===== src/rtl/fft_frame_gen.sv =====
// fft_frame_gen: frames the ADC sample stream into FRAME_LEN-beat AXI4-Stream
// frames for the FFT core, with an optional inter-frame gap and status flags.
//
// Ports:
//   clk, rst_n          ADC sample clock, async active-low reset
//   ad_data, ad_otr     ADC sample (offset binary) and its over-range flag
//   frame_en            run enable from the learn controller
//   m_tdata/m_tvalid/m_tready/m_tlast   AXI4-Stream master towards xfft
//   frame_done          1-clk pulse after the tlast transfer
//   frame_abort         1-clk pulse when a frame is abandoned
//   otr_seen, overrun   per-frame flags, valid while frame_done=1
//   frame_cnt           completed-frame counter (wraps)
//
// Optional feature macro: FFT_DC_REMOVE_EN
//   defined   -> real part is the sample in two's complement, sign-extended
//   undefined -> real part is the sample zero-extended
module fft_frame_gen #(
    parameter int FRAME_LEN  = 4096,
    parameter int GAP_CYCLES = 0
) (
    input  logic        clk,
    input  logic        rst_n,
    input  logic [9:0]  ad_data,
    input  logic        ad_otr,
    input  logic        frame_en,
    output logic [31:0] m_tdata,
    output logic        m_tvalid,
    input  logic        m_tready,
    output logic        m_tlast,
    output logic        frame_done,
    output logic        frame_abort,
    output logic        otr_seen,
    output logic        overrun,
    output logic [15:0] frame_cnt
);

    localparam int CW = $clog2(FRAME_LEN);
    localparam logic [CW-1:0] LAST_IDX = CW'(FRAME_LEN - 1);
    localparam logic [7:0] GAP_INIT =
        (GAP_CYCLES > 0) ? 8'(GAP_CYCLES - 1) : 8'd0;

    typedef enum logic [1:0] {
        IDLE,
        RUN,
        GAP
    } state_t;

    state_t        state_q, state_d;
    logic [CW-1:0] cnt_q, cnt_d;
    logic [7:0]    gap_q, gap_d;
    logic [15:0]   data_q, data_d;
    logic          last_q, last_d;
    logic          valid_q, valid_d;
    logic          done_q, done_d;
    logic          abort_q, abort_d;
    logic          otr_q, otr_d;
    logic          ovr_q, ovr_d;
    logic [15:0]   fcnt_q, fcnt_d;

    logic          hs;
    logic          stall;
    logic          load;
    logic [CW-1:0] load_idx;
    logic [15:0]   conv;

    assign hs    = valid_q & m_tready;
    assign stall = valid_q & ~m_tready;

`ifdef FFT_DC_REMOVE_EN
    // Flipping the MSB of offset binary gives two's complement.
    assign conv = {{7{~ad_data[9]}}, ad_data[8:0]};
`else
    assign conv = {6'b0, ad_data};
`endif

    always_comb begin
        state_d  = state_q;
        cnt_d    = cnt_q;
        gap_d    = gap_q;
        data_d   = data_q;
        last_d   = last_q;
        valid_d  = valid_q;
        done_d   = 1'b0;
        abort_d  = 1'b0;
        otr_d    = otr_q;
        ovr_d    = ovr_q;
        fcnt_d   = fcnt_q;
        load     = 1'b0;
        load_idx = cnt_q;

        unique case (state_q)
            IDLE: begin
                if (frame_en) begin
                    state_d = RUN;
                    cnt_d   = '0;
                    otr_d   = 1'b0;
                    ovr_d   = 1'b0;
                end
            end
            RUN: begin
                // A sample arriving while the beat is stalled is lost.
                if (stall) begin
                    ovr_d = 1'b1;
                end
                if (hs) begin
                    cnt_d = cnt_q + 1'b1;
                    if (last_q) begin
                        valid_d = 1'b0;
                        done_d  = 1'b1;
                        fcnt_d  = fcnt_q + 16'd1;
                        cnt_d   = '0;
                        if (GAP_CYCLES > 0) begin
                            state_d = GAP;
                            gap_d   = GAP_INIT;
                        end else if (!frame_en) begin
                            state_d = IDLE;
                        end
                    end else if (frame_en) begin
                        load     = 1'b1;
                        load_idx = cnt_q + 1'b1;
                    end else begin
                        valid_d = 1'b0;
                        abort_d = 1'b1;
                        state_d = IDLE;
                        cnt_d   = '0;
                    end
                end else if (!valid_q) begin
                    if (frame_en) begin
                        load = 1'b1;
                    end else begin
                        state_d = IDLE;
                    end
                end
            end
            GAP: begin
                // The last gap clock already captures beat 0, so the
                // output stays idle for exactly GAP_CYCLES clocks.
                if (gap_q == 8'd0) begin
                    if (frame_en) begin
                        state_d = RUN;
                        load    = 1'b1;
                    end else begin
                        state_d = IDLE;
                    end
                end else begin
                    gap_d = gap_q - 8'd1;
                end
            end
            default: state_d = IDLE;
        endcase

        if (load) begin
            data_d  = conv;
            last_d  = (load_idx == LAST_IDX);
            valid_d = 1'b1;
            // First beat of a frame restarts the per-frame flags.
            if (!valid_q && cnt_q == '0) begin
                otr_d = ad_otr;
                ovr_d = 1'b0;
            end else begin
                otr_d = otr_q | ad_otr;
            end
        end
    end

    always_ff @(posedge clk or negedge rst_n) begin
        if (!rst_n) begin
            state_q <= IDLE;
            cnt_q   <= '0;
            gap_q   <= '0;
            data_q  <= '0;
            last_q  <= 1'b0;
            valid_q <= 1'b0;
            done_q  <= 1'b0;
            abort_q <= 1'b0;
            otr_q   <= 1'b0;
            ovr_q   <= 1'b0;
            fcnt_q  <= '0;
        end else begin
            state_q <= state_d;
            cnt_q   <= cnt_d;
            gap_q   <= gap_d;
            data_q  <= data_d;
            last_q  <= last_d;
            valid_q <= valid_d;
            done_q  <= done_d;
            abort_q <= abort_d;
            otr_q   <= otr_d;
            ovr_q   <= ovr_d;
            fcnt_q  <= fcnt_d;
        end
    end

    assign m_tdata     = {16'b0, data_q};
    assign m_tvalid    = valid_q;
    assign m_tlast     = last_q;
    assign frame_done  = done_q;
    assign frame_abort = abort_q;
    assign otr_seen    = otr_q;
    assign overrun     = ovr_q;
    assign frame_cnt   = fcnt_q;

endmodule


===== config.mk =====
export PLATFORM = sky130hd
export DESIGN_NAME = fft_frame_gen
export DESIGN_NICKNAME = d
export VERILOG_FILES = /design/src/rtl/fft_frame_gen.sv
export SDC_FILE = /design/constraint.sdc
export NUM_CORES = 1
export LEC_CHECK = 0
export ABC_AREA = 1
export BUFFER_PORTS_ARGS = -buffer_cell sky130_fd_sc_hd__buf_4
export CAP_MARGIN = 20
export CORE_MARGIN = 1
export CORE_UTILIZATION = 30
export DETAILED_ROUTE_END_ITERATION = 12
export MAX_ROUTING_LAYER = met4
export SLEW_MARGIN = 20
export SYNTH_ARGS = -nofsm -noshare
export SYNTH_HDL_FRONTEND = slang
export SYNTH_SLANG_ARGS = --single-unit

===== constraint.sdc =====
create_clock -name clk -period 1.7 [get_ports clk]
set_input_delay 0.17 -clock clk [delete_from_list [all_inputs] [get_ports clk]]
set_output_delay 0.17 -clock clk [all_outputs]
set_load 0.005 [all_outputs]

==> summary.txt, run 1 <==
Cells and area
  • Multi-input logic area: between 0.001 and 0.0015 mm2
  • Post-route cell area: just over 0.003 mm2
  • Fin cells: 481
  • Max reg flops: 16
  • Nets: about 400
  • Seq. cell area: about 0.0011 mm2
  • Antenna cells: 0
  • Area growth syn-to-layout: 22.3%
  • Finished Core Util: approximately 38%
  • FILL cells: 862
  • Layout cells sized above 1: approximately a fifth

Worst setup path
  • FF-to-FF path depth: 8
  • Worst R2R Start: cnt_q[0]$_DFFE_PN0P_
  • Crit path DAT: between 1.5 and 2 ns
  • Worst R2R End: otr_seen$_DFFE_PN0P_
  • Max FO, Critical Path: 5
  • Crit Path Category: reg2reg
  • Levels on crit path: 8
  • Crit end category: flop
  • Worst path top cell family by delay: simple AND/OR/NAND/NOR gates
  • Critical path's slowest cell: dfrtp_1
  • Crit-path cells: inv_1 > ha_1 > nand3_1 > nor4_1 > buf_4 > o21bai_1 > nand2_1 > nand2_1
  • R2r setup slk: ~0.16 ns
  • Worst EP required: around 1.9 ns
  • Worst path bufs/invs: 2
  • Most common cell on crit path: nand2_1
  • Startpoint types: flop
  • CP max stage delay: 0.41 ns

Global routing
  • GRT Util Overall: a little over an eighth
  • Largest net degree at the start of global routing: between 40 and 50
  • Initial antenna violation count: 0
  • Vias in the first global route: 1,956
  • Global-route wire length before repair: ~8.7 mm
  • Congestion Overflow GR: 0

Placement
  • Placed cells: about 470
  • Placement Setup Slack: approximately 0.12 ns
  • # port buffers: between 40 and 50
  • Post-place instance area: about 0.0029 mm2
  • Post-DP HPWL: between 3 and 4 mm
  • Final Wtd Congestion: between 0.8 and 0.9

Min path
  • Hold Startpoint: ad_data[3]
  • Hold Path Cell Cnt: 3
  • Endpoint of the worst hold path: data_q[3]$_DFFE_PN0P_
  • HP Class: in2reg

Clock tree
  • Clock buffer depth: 2
  • CTS Sinks: 45
  • CTS tree: done
  • CTS root buffer: clkbuf_8
  • H-tree levels: 2
  • Clk_lat worst skew: between 0.2 and 0.3 ns
  • Total CTS buffers: 5
  • Clk slew on worst S/H paths: 0.08 ns

Power
  • Pleak: around 1.7 nW
  • Power density cells: 961 mW/mm2
  • Worst vdd ir: 640 uV
  • Total power: ~3.0 mW

Route
  • First-pass DRT Iterations: 9
  • Avg Vias per Cell: approximately 4.3
  • Final wirelength: approximately 5.2 mm
  • Initial drt markers: roughly 120
  • Drt drc: 2
  • ANT nets after route: 0
  • WL per Instance: between 10 and 15 um
  • Routed vias: 2,088

Floorplanning
  • Total die area: slightly below 0.009 mm2
  • Chip width: between 90 and 100 um
  • FP Rows: 33
  • Core area: 0.00818 mm2
  • Die H: ~94 um
  • Top Ports: just under 70
  • Effective utilization at floorplan: between 30% and 40%

Yosys
  • Synth cell count leaders: nand2_1, dfrtp_1, inv_1, nor2_1, buf_4
  • Synth cell types: 30
  • Top-count cell post-synth: nand2_1
  • YS warnings: 0
  • Area contributors post-synth: dfrtp_1, nand2_1, buf_4
  • Post-Syn Area: 0.00252 mm2
  • Seq/Total Area, Yosys: approximately 45%
  • Seq cells post-synth: 45
  • Top-area cell type share of the netlist area: about 45%
  • Area leader, netlist: dfrtp_1
  • Ys async rst share: 100%
  • Cells after synthesis: around 320
  • Leading register cell type out of synthesis: dfrtp_1
  • Number of flops mapped to enable cells by yosys: 0
  • Synthesized area per cell: around 8 um2

Run status
  • Failing checks: DRC
  • Status: finished, violations left

STA
  • Final min period: ~1.5 ns
  • Worst-Margin Slew: 0.560 ns
  • Final number of max-transition violations: 0
  • Slew headroom: 62.7%
  • Skew final: around 0.0055 ns
  • RSZ-0062 raised after global routing: no
  • Final setup fails: 0
  • WHS: just under 0.07 ns
  • Final Hold Fails: 0
  • Final setup margin: ~0.16 ns
  • Max Freq: 649 MHz
  • Ratio of final minimum period to clock period: between 90% and 100%
  • Setup TNS: 0 ns

Run
  • Max cap viols: 0
layout make-up:
type                            instances  share of cell area [%]
Clock buffer                            7                    2.80
Clock inverter                          1                   0.975
Inverter                               37                    4.51
Multi-Input combinational cell        232                    37.6
Sequential cell                        45                    36.6
Tap cell                              105                    4.27
Timing Repair Buffer                   54                    13.2
worst min-delay path, delay by kind of cell:
kind                   cells  cell delay (ns)
buffers and inverters      1             0.07
AND/OR/NAND/NOR            2             0.08
logic make-up after synthesis:
family,Yosys count,synth area share (%)
and+or+nand+nor,174,31.2
buffers and inverters,63,12.9
DFF,45,44.7
AOI/OAI and AO/OA,17,3.68
xor gates and xnor gates,14,4.87
adders and majority gates,4,1.99
other,1,0.149
muxes,1,0.447
cell usage in the layout (no fill, tap or decap), drive strengths merged:
cell type	netlist	layout
nand3	22	22
nor4	1	1
nor3b	1	1
dlygate4sd3	0	1
inv	37	37
xor2	9	9
o21bai	1	1
ha	4	4
clkbuf	1	7
nor3	5	5
o21ai	13	13
xnor2	5	5
nand4	6	6
mux2	1	1
buf	25	53
nand2	109	109
o22ai	2	2
conb	1	22
a22oi	1	1
bufinv	0	1
nor2	30	30
dfrtp	45	45
layer usage:
| layer | track usage [%] | up-vias | wire [um] | share of wire (%) |
|---|---|---|---|---|
| li1 | - | 1056 | - | - |
| met1 | 16.2 | 950 | 2330 | 44 |
| met2 | 21.0 | 75 | 2530 | 48 |
| met3 | 2.68 | 7 | 298 | 5.7 |
| met4 | 4.87 | 0 | 89 | 1.7 |
| met5 | - | - | 0 | 0 |
how the worst max path moves through the flow:
stage | slack, ns | endpoint | start
after global routing | 0.01 | m_tlast$_DFFE_PN0P_ | cnt_q[3]$_DFFE_PN0P_
after floorplan | 0.27 | m_tlast$_DFFE_PN0P_ | m_tlast$_DFFE_PN0P_
after detailed placement | 0.12 | frame_cnt[12]$_DFFE_PN0P_ | m_tvalid$_DFFE_PN0P_
after CTS | 0.09 | frame_cnt[12]$_DFFE_PN0P_ | m_tvalid$_DFFE_PN0P_
final | 0.16 | otr_seen$_DFFE_PN0P_ | cnt_q[0]$_DFFE_PN0P_
after global placement | 0.15 | m_tlast$_DFFE_PN0P_ | cnt_q[3]$_DFFE_PN0P_
report_power, final:
part | switching (mW) | leakage (nW) | internal (mW)
sequential | 0.130 | 0.581 | 1.24
combinational | 0.389 | 1.09 | 0.367
clock | 0.352 | 0.0585 | 0.479
timing repair:
action	in CTS	in global routing
buffers inserted	0	0
endpoints found under the hold margin	45	0
gates resized for setup	0	5
setup endpoints to repair	0	3
hold buffers	1	0
Power figures use the tool's default switching activity.
==> inputs of run 2 (changes only) <==
Clock period 1.7 ns to 1.44 ns, I/O delays scaled along.
==> summary.txt, run 2 (synthesis results as in run 1) <==
STA
  • Max Freq: 688 MHz (+6.1%)
  • Final setup margin: -0.0138 ns (-0.172 ns)
  • Slew headroom: 61.8% (-0.89 points)
  • Ratio of final minimum period to clock period: 101% (+10 points)
  • Worst-Margin Slew: 0.573 ns (+0.0134 ns)
  • RSZ-0062 raised after global routing: yes
  • Skew final: 0.00843 ns (+0.00295 ns)
  • WHS: 0.0270 ns (-0.0410 ns)
  • Final number of max-transition violations: 0 (unchanged)
  • Final min period: 1.45 ns (-0.0882 ns)
  • Setup TNS: -0.0195 ns (-0.0195 ns)
  • Final Hold Fails: 0 (unchanged)
  • Final setup fails: 2 (+2)

Route
  • Initial drt markers: 67 (-43%)
  • ANT nets after route: 0 (unchanged)
  • Routed vias: 2,181 (+4.5%)
  • Drt drc: 0 (-2)
  • Avg Vias per Cell: 4.29 (-1.1%)
  • First-pass DRT Iterations: 4 (-5)
  • WL per Instance: 11.2 um (+3.0%)
  • Final wirelength: 5.71 mm (+8.8%)

Clock tree
  • H-tree levels: 2 (unchanged)
  • CTS root buffer: clkbuf_8
  • CTS tree: done
  • CTS Sinks: 45 (unchanged)
  • Clock buffer depth: 2 (unchanged)
  • Clk slew on worst S/H paths: 0.09 ns (about the same)
  • Clk_lat worst skew: 0.30 ns (about the same)
  • Total CTS buffers: 5 (unchanged)

Floorplanning
  • Effective utilization at floorplan: 30.8% (unchanged)
  • FP Rows: 33 (unchanged)
  • Top Ports: 69 (unchanged)
  • Die H: 93.6 um (unchanged)
  • Chip width: 93.6 um (unchanged)
  • Core area: 0.00818 mm2 (unchanged)
  • Total die area: 0.00876 mm2 (unchanged)

Global routing
  • Vias in the first global route: 2,064 (+5.5%)
  • GRT Util Overall: 14.2% (+1.2 points)
  • Congestion Overflow GR: 0 (unchanged)
  • Largest net degree at the start of global routing: 46 (unchanged)
  • Initial antenna violation count: 0 (unchanged)
  • Global-route wire length before repair: 9.53 mm (+8.9%)

Placement
  • Final Wtd Congestion: 0.828 (-5.5%)
  • # port buffers: 46 (unchanged)
  • Post-DP HPWL: 4.25 mm (+8.8%)
  • Placement Setup Slack: -0.0458 ns (-0.168 ns)

Worst setup path
  • FF-to-FF path depth: 10 (+2)
  • Crit end category: flop
  • Crit path DAT: 1.70 ns (-0.03 ns)
  • Worst EP required: 1.69 ns (-0.20 ns)
  • Startpoint types: flop
  • Max FO, Critical Path: 6 (+1)
  • Crit Path Category: reg2reg

Power
  • Worst vdd ir: 589 uV (-8.0%)
  • Clk pwr share: 23.3% (-4.8 points)
  • Pleak: 1.90 nW (+9.5%)
  • Combinational share of power: 31.6% (+6.1 points)
  • Power density cells: 1060 mW/mm2 (+10%)
  • Net Switching: 1.15 mW (+32%)
  • Power Internal: 2.43 mW (+16%)
  • Share of power burned in registers: 45.1% (-1.2 points)
  • Sw frac: 32.2% (+2.7 points)

Run status
  • Failing checks: setup timing
  • Status: finished, violations left

Cells and area
  • FILL cells: 842 (-2.3%)
  • Antenna cells: 0 (unchanged)
  • Max reg flops: 16 (unchanged)
  • Commonest cells after routing, fill and taps aside: nand2_1, buf_4, dfrtp_1, inv_1, conb_1
  • Nets: 422 (+7.1%)
  • Layout cells sized above 1: 29.8% (+9.6 points)
  • Area growth syn-to-layout: 34.3%
  • Finished Core Util: 41.4% (+3.7 points)
  • Most common cell after layout, fill and taps aside: nand2_1

Min path
  • HP Class: in2reg
  • Hold Path Cell Cnt: 3 (unchanged)

Run
  • Max cap viols: 0 (unchanged)
[run 2: cell count changes in the layout (fill, tap and decap cells not counted), sizes merged]
cell and change:
clkbuf -1, nor2 +1, clkinvlp +1, buf +27
bufinv -1
[run 2: stage by stage]
step	instance area, um2	cells	total power [mW]
floorplan	2600	340	2.10
global placement	3150	498	2.64
detailed placement	3150	498	2.67
CTS	3260	506	3.52
global route	3380	508	3.82
finish	3380	508	3.58
[run 2: final timing paths]
path | to | from | slack (ns)
hold / removal | data_q[8]$_DFFE_PN0P_ | ad_data[8] | 0.03
hold reg to reg | frame_cnt[15]$_DFFE_PN0P_ | frame_cnt[15]$_DFFE_PN0P_ | 0.48
max in group asynchronous | cnt_q[1]$_DFFE_PN0P_ | rst_n | 0.65
setup reg to reg | m_tlast$_DFFE_PN0P_ | state_q[0]$_DFFE_PN0P_ | -0.01
min in group asynchronous | cnt_q[4]$_DFFE_PN0P_ | rst_n | 0.38
setup / recovery | m_tlast$_DFFE_PN0P_ | state_q[0]$_DFFE_PN0P_ | -0.01
[run 2: power by group through the flow]
stage | registers (mW) | clock network [mW] | logic (mW)
detailed placement | 1.62 | 0 | 1.05
global placement | 1.61 | 0 | 1.02
global route | 1.65 | 0.898 | 1.28
CTS | 1.61 | 0.844 | 1.07
finish | 1.61 | 0.834 | 1.13
floorplan | 1.63 | 0 | 0.463
[run 2: worst max-delay path: stages, from the launching register on]
cell	delay (ns)
dfrtp_1	0.42
inv_1	0.08
nor2_1	0.14
nand2_2	0.13
nor2_1	0.14
nand2_1	0.07
nand2_1	0.07
nand3_1	0.10
nor2_1	0.13
nand2_1	0.07
nand2_1	0.05
[run 2: cell type report]
class / count / area [um2] / share of cell area, %
timing repair buffer: 81 / 627 / 18.5
sequential: 45 / 1130 / 33.3
tap: 105 / 131 / 3.88
inverter: 37 / 141 / 4.18
clock inverter: 1 / 7.51 / 0.222
multi-input combinational: 233 / 1260 / 37.4
clock buffer: 6 / 82.6 / 2.44
[run 2: repair_timing]
action	4_1_cts	5_1_grt
resized for setup	7	25
buffers inserted	0	1
pin swaps	0	15
cloned	0	1
hold endpoints to repair	45	0
hold buffers	1	0
setup endpoints to repair	2	19
[run 2: layer usage]
metal	share of wire, %	vias to the layer above	track usage [%]
li1	-	1115	-
met1	46	1012	18.0
met2	49	47	23.5
met3	3.5	7	2.44
met4	1.1	0	3.85
met5	0	-	-
==> inputs of run 3 (changes only) <==
Settings changed: ABC_AREA 1 to unset.
==> summary.txt, run 3 <==
Clock tree
  • Total CTS buffers: 5 (unchanged)
  • Clock buffer depth: 2 (unchanged)
  • CTS root buffer: clkbuf_8
  • CTS tree: done
  • Clk_lat worst skew: 0.30 ns (about the same)
  • H-tree levels: 2 (unchanged)
  • CTS Sinks: 45 (unchanged)
  • Clk slew on worst S/H paths: 0.08 ns (about the same)

Cells and area
  • Layout cells sized above 1: 48.7% (+19 points)
  • Most common cell after layout, fill and taps aside: buf_4
  • Finished Core Util: 48.2% (+6.8 points)
  • Commonest cells after routing, fill and taps aside: buf_4, dfrtp_1, nand2_1, conb_1, buf_6
  • Nets: 376 (-11%)
  • Antenna cells: 0 (unchanged)
  • FILL cells: 747 (-11%)
  • Area growth syn-to-layout: 52.9%
  • Max reg flops: 16 (unchanged)

Worst setup path
  • Max FO, Critical Path: 2 (-4)
  • R2r setup slk: -0.41 ns (-0.40 ns)
  • Crit path DAT: 2.06 ns (+0.36 ns)
  • FF-to-FF path depth: 5 (-5)
  • Startpoint types: flop
  • Worst R2R Start: m_tlast$_DFFE_PN0P_
  • Worst R2R End: m_tlast$_DFFE_PN0P_
  • Worst EP required: 1.65 ns (-0.04 ns)
  • Crit Path Category: reg2reg
  • Crit end category: flop

Route
  • Final wirelength: 6.62 mm (+16%)
  • Met1 wire length: 2.95 mm (+12%)
  • Initial drt markers: 73 (+9.0%)
  • Routed vias: 2,222 (+1.9%)
  • Metal3 WL: 274 um (+38%)
  • WL per Instance: 14.4 um (+28%)
  • ANT nets after route: 0 (unchanged)
  • Drt drc: 0 (unchanged)
  • Avg Vias per Cell: 4.84 (+13%)
  • First-pass DRT Iterations: 4 (unchanged)
  • WL met2: 3.32 mm (+18%)
  • Top Metal Used: met4

Placement
  • Final Wtd Congestion: 0.923 (+11%)
  • Post-DP HPWL: 4.39 mm (+3.2%)
  • # port buffers: 46 (unchanged)
  • Placement Setup Slack: -0.336 ns (-0.290 ns)

Yosys
  • Cells after synthesis: 256 (-20%)
  • Largest family of logic cells by synthesized area: simple AND/OR/NAND/NOR gates
  • Top-count cell post-synth: dfrtp_1
  • Xor/xnor share of the synthesized area: 5.67% (+0.80 points)
  • Adder-cell share of the synthesized area: 2.02% (+0.036 points)
  • Number of flops mapped to enable cells by yosys: 0 (unchanged)
  • Leading register cell type out of synthesis: dfrtp_1
  • Area leader, netlist: dfrtp_1
  • Top-area cell type share of the netlist area: 45.5% (+0.81 points)
  • YS warnings: 0 (unchanged)
  • Synth cell count leaders: dfrtp_1, nand2_1, buf_4, nor2_1, o21ai_0
  • Compound-Gate Fraction of Synth Area: 11.8% (+8.1 points)
  • Ys async rst share: 100% (unchanged)
  • Seq/Total Area, Yosys: 45.5% (+0.81 points)
  • Post-synthesis mux area share: 5.82% (+5.4 points)
  • Seq cells post-synth: 45 (unchanged)
  • Synthesized area per cell: 9.66 um2 (+22%)
  • Synth cell types: 48 (+60%)
  • Post-Syn Area: 0.00247 mm2 (-1.8%)
  • Post-Synth Simple-Gate Area: 18.7% (-12 points)
  • Area contributors post-synth: dfrtp_1, buf_4, mux2_2

Floorplanning
  • Effective utilization at floorplan: 31.5% (+0.71 points)
  • Die H: 92.8 um (-0.88%)
  • FP Rows: 32 (-3.0%)
  • Core area: 0.00785 mm2 (-4.0%)
  • Total die area: 0.00861 mm2 (-1.8%)
  • Top Ports: 69 (unchanged)
  • Chip width: 92.8 um (-0.88%)

Power
  • Power density cells: 899 mW/mm2 (-15%)
  • Worst vdd ir: 490 uV (-17%)
  • Pleak: 1.85 nW (-2.5%)

STA
  • Skew final: 0.00585 ns (-0.00259 ns)
  • Ratio of final minimum period to clock period: 129% (+28 points)
  • WHS: 0.0508 ns (+0.0239 ns)
  • Slew headroom: 61.7% (-0.11 points)
  • Max Freq: 539 MHz (-22%)
  • Worst-Margin Slew: 0.575 ns (+0.00167 ns)
  • RSZ-0062 raised after global routing: yes
  • Final setup fails: 28 (+26)
  • Final number of max-transition violations: 0 (unchanged)
  • Final Hold Fails: 0 (unchanged)
  • Final setup margin: -0.414 ns (-0.400 ns)
  • Final min period: 1.85 ns (+0.400 ns)

Global routing
  • Largest net degree at the start of global routing: 46 (unchanged)
  • GRT Util Overall: 15.1% (+0.91 points)
  • Congestion Overflow GR: 0 (unchanged)
  • Global-route wire length before repair: 10.0 mm (+5.2%)
  • Initial antenna violation count: 0 (unchanged)
  • Vias in the first global route: 2,085 (+1.0%)

Min path
  • Hold Path Cell Cnt: 3 (unchanged)
  • HP Class: in2reg
  • Hold Startpoint: ad_otr
  • Endpoint of the worst hold path: otr_seen$_DFFE_PN0P_

Run status
  • Failing checks: setup timing
  • Status: finished, violations left

Run
  • Max cap viols: 0 (unchanged)
run 3: changes by cell type after synthesis, sizes merged, moves of 6 or more:
| cell | change |
|---|---|
| nor2 | -10 |
| clkbuf | +7 |
| mux2 | +10 |
| nand3 | -11 |
| inv | -34 |
| o31ai | +7 |
| nand2 | -84 |
| buf | +6 |
run 3: logic make-up after synthesis:
kind of cell / Yosys count
xor+xnor: 16
mux: 13
compound gates: 45
buf+inv: 42
fa+ha+maj: 4
flops: 45
other cells: 1
simple gates: 90
run 3: what timing repair did:
item | 4_1_cts | 5_1_grt
gates resized for setup | 39 | 57
endpoints found under the hold margin | 45 | 0
setup endpoints to repair | 33 | 37
hold buffers | 1 | 0
pin swaps | 13 | 16
setup buffers | 7 | 10
cloned | 0 | 1
run 3: worst max-delay path by stage:
stage / to / slack (ns) / start
floorplan: m_tlast$_DFFE_PN0P_ / -0.48 / cnt_q[1]$_DFFE_PN0P_
detailed placement: m_tlast$_DFFE_PN0P_ / -0.34 / cnt_q[0]$_DFFE_PN0P_
global route: m_tlast$_DFFE_PN0P_ / -0.48 / cnt_q[0]$_DFFE_PN0P_
global placement: m_tlast$_DFFE_PN0P_ / -0.28 / cnt_q[1]$_DFFE_PN0P_
finish: m_tlast$_DFFE_PN0P_ / -0.41 / m_tlast$_DFFE_PN0P_
CTS: m_tlast$_DFFE_PN0P_ / -0.35 / cnt_q[0]$_DFFE_PN0P_
run 3: stage by stage:
step / std cells / setup TNS (ns) / area [um2] / total power [mW]
finish: 459 / -2.47 / 3780 / 3.40
global route: 459 / -3.85 / 3780 / 3.58
CTS: 452 / -1.68 / 3500 / 3.26
detailed placement: 439 / -2.03 / 3210 / 2.28
global placement: 439 / -1.51 / 3210 / 2.27
floorplan: 277 / -2.16 / 2620 / 1.89
run 3: worst max-delay path, cell delays in order, from the launching register on:
cell	delay, ns
dfrtp_1	0.40
nand3b_4	0.17
or2_4	0.25
or4_4	0.52
a22o_1	0.22
o31ai_2	0.20
run 3: cell type report:
cell class	instances	area (um2)	area share (%)
tap	102	128	3.38
clock buffer	5	68.8	1.82
timing repair buffer	111	921	24.4
multi-input combinational	191	1490	39.4
sequential	45	1130	29.8
inverter	3	11.3	0.298
clock inverter	2	35.0	0.927
run 3: power by group:
| part | internal (mW) | switching (mW) | total (mW) |
|---|---|---|---|
| sequential | 1.41 | 0.0934 | 1.50 |
| clock | 0.505 | 0.422 | 0.927 |
| combinational | 0.576 | 0.391 | 0.968 |
run 3: per-layer routing:
metal	vias to the layer above	global-route usage [%]
li1	1061	-
met1	1094	19.0
met2	58	24.7
met3	9	3.12
met4	0	4.10
met5	-	-
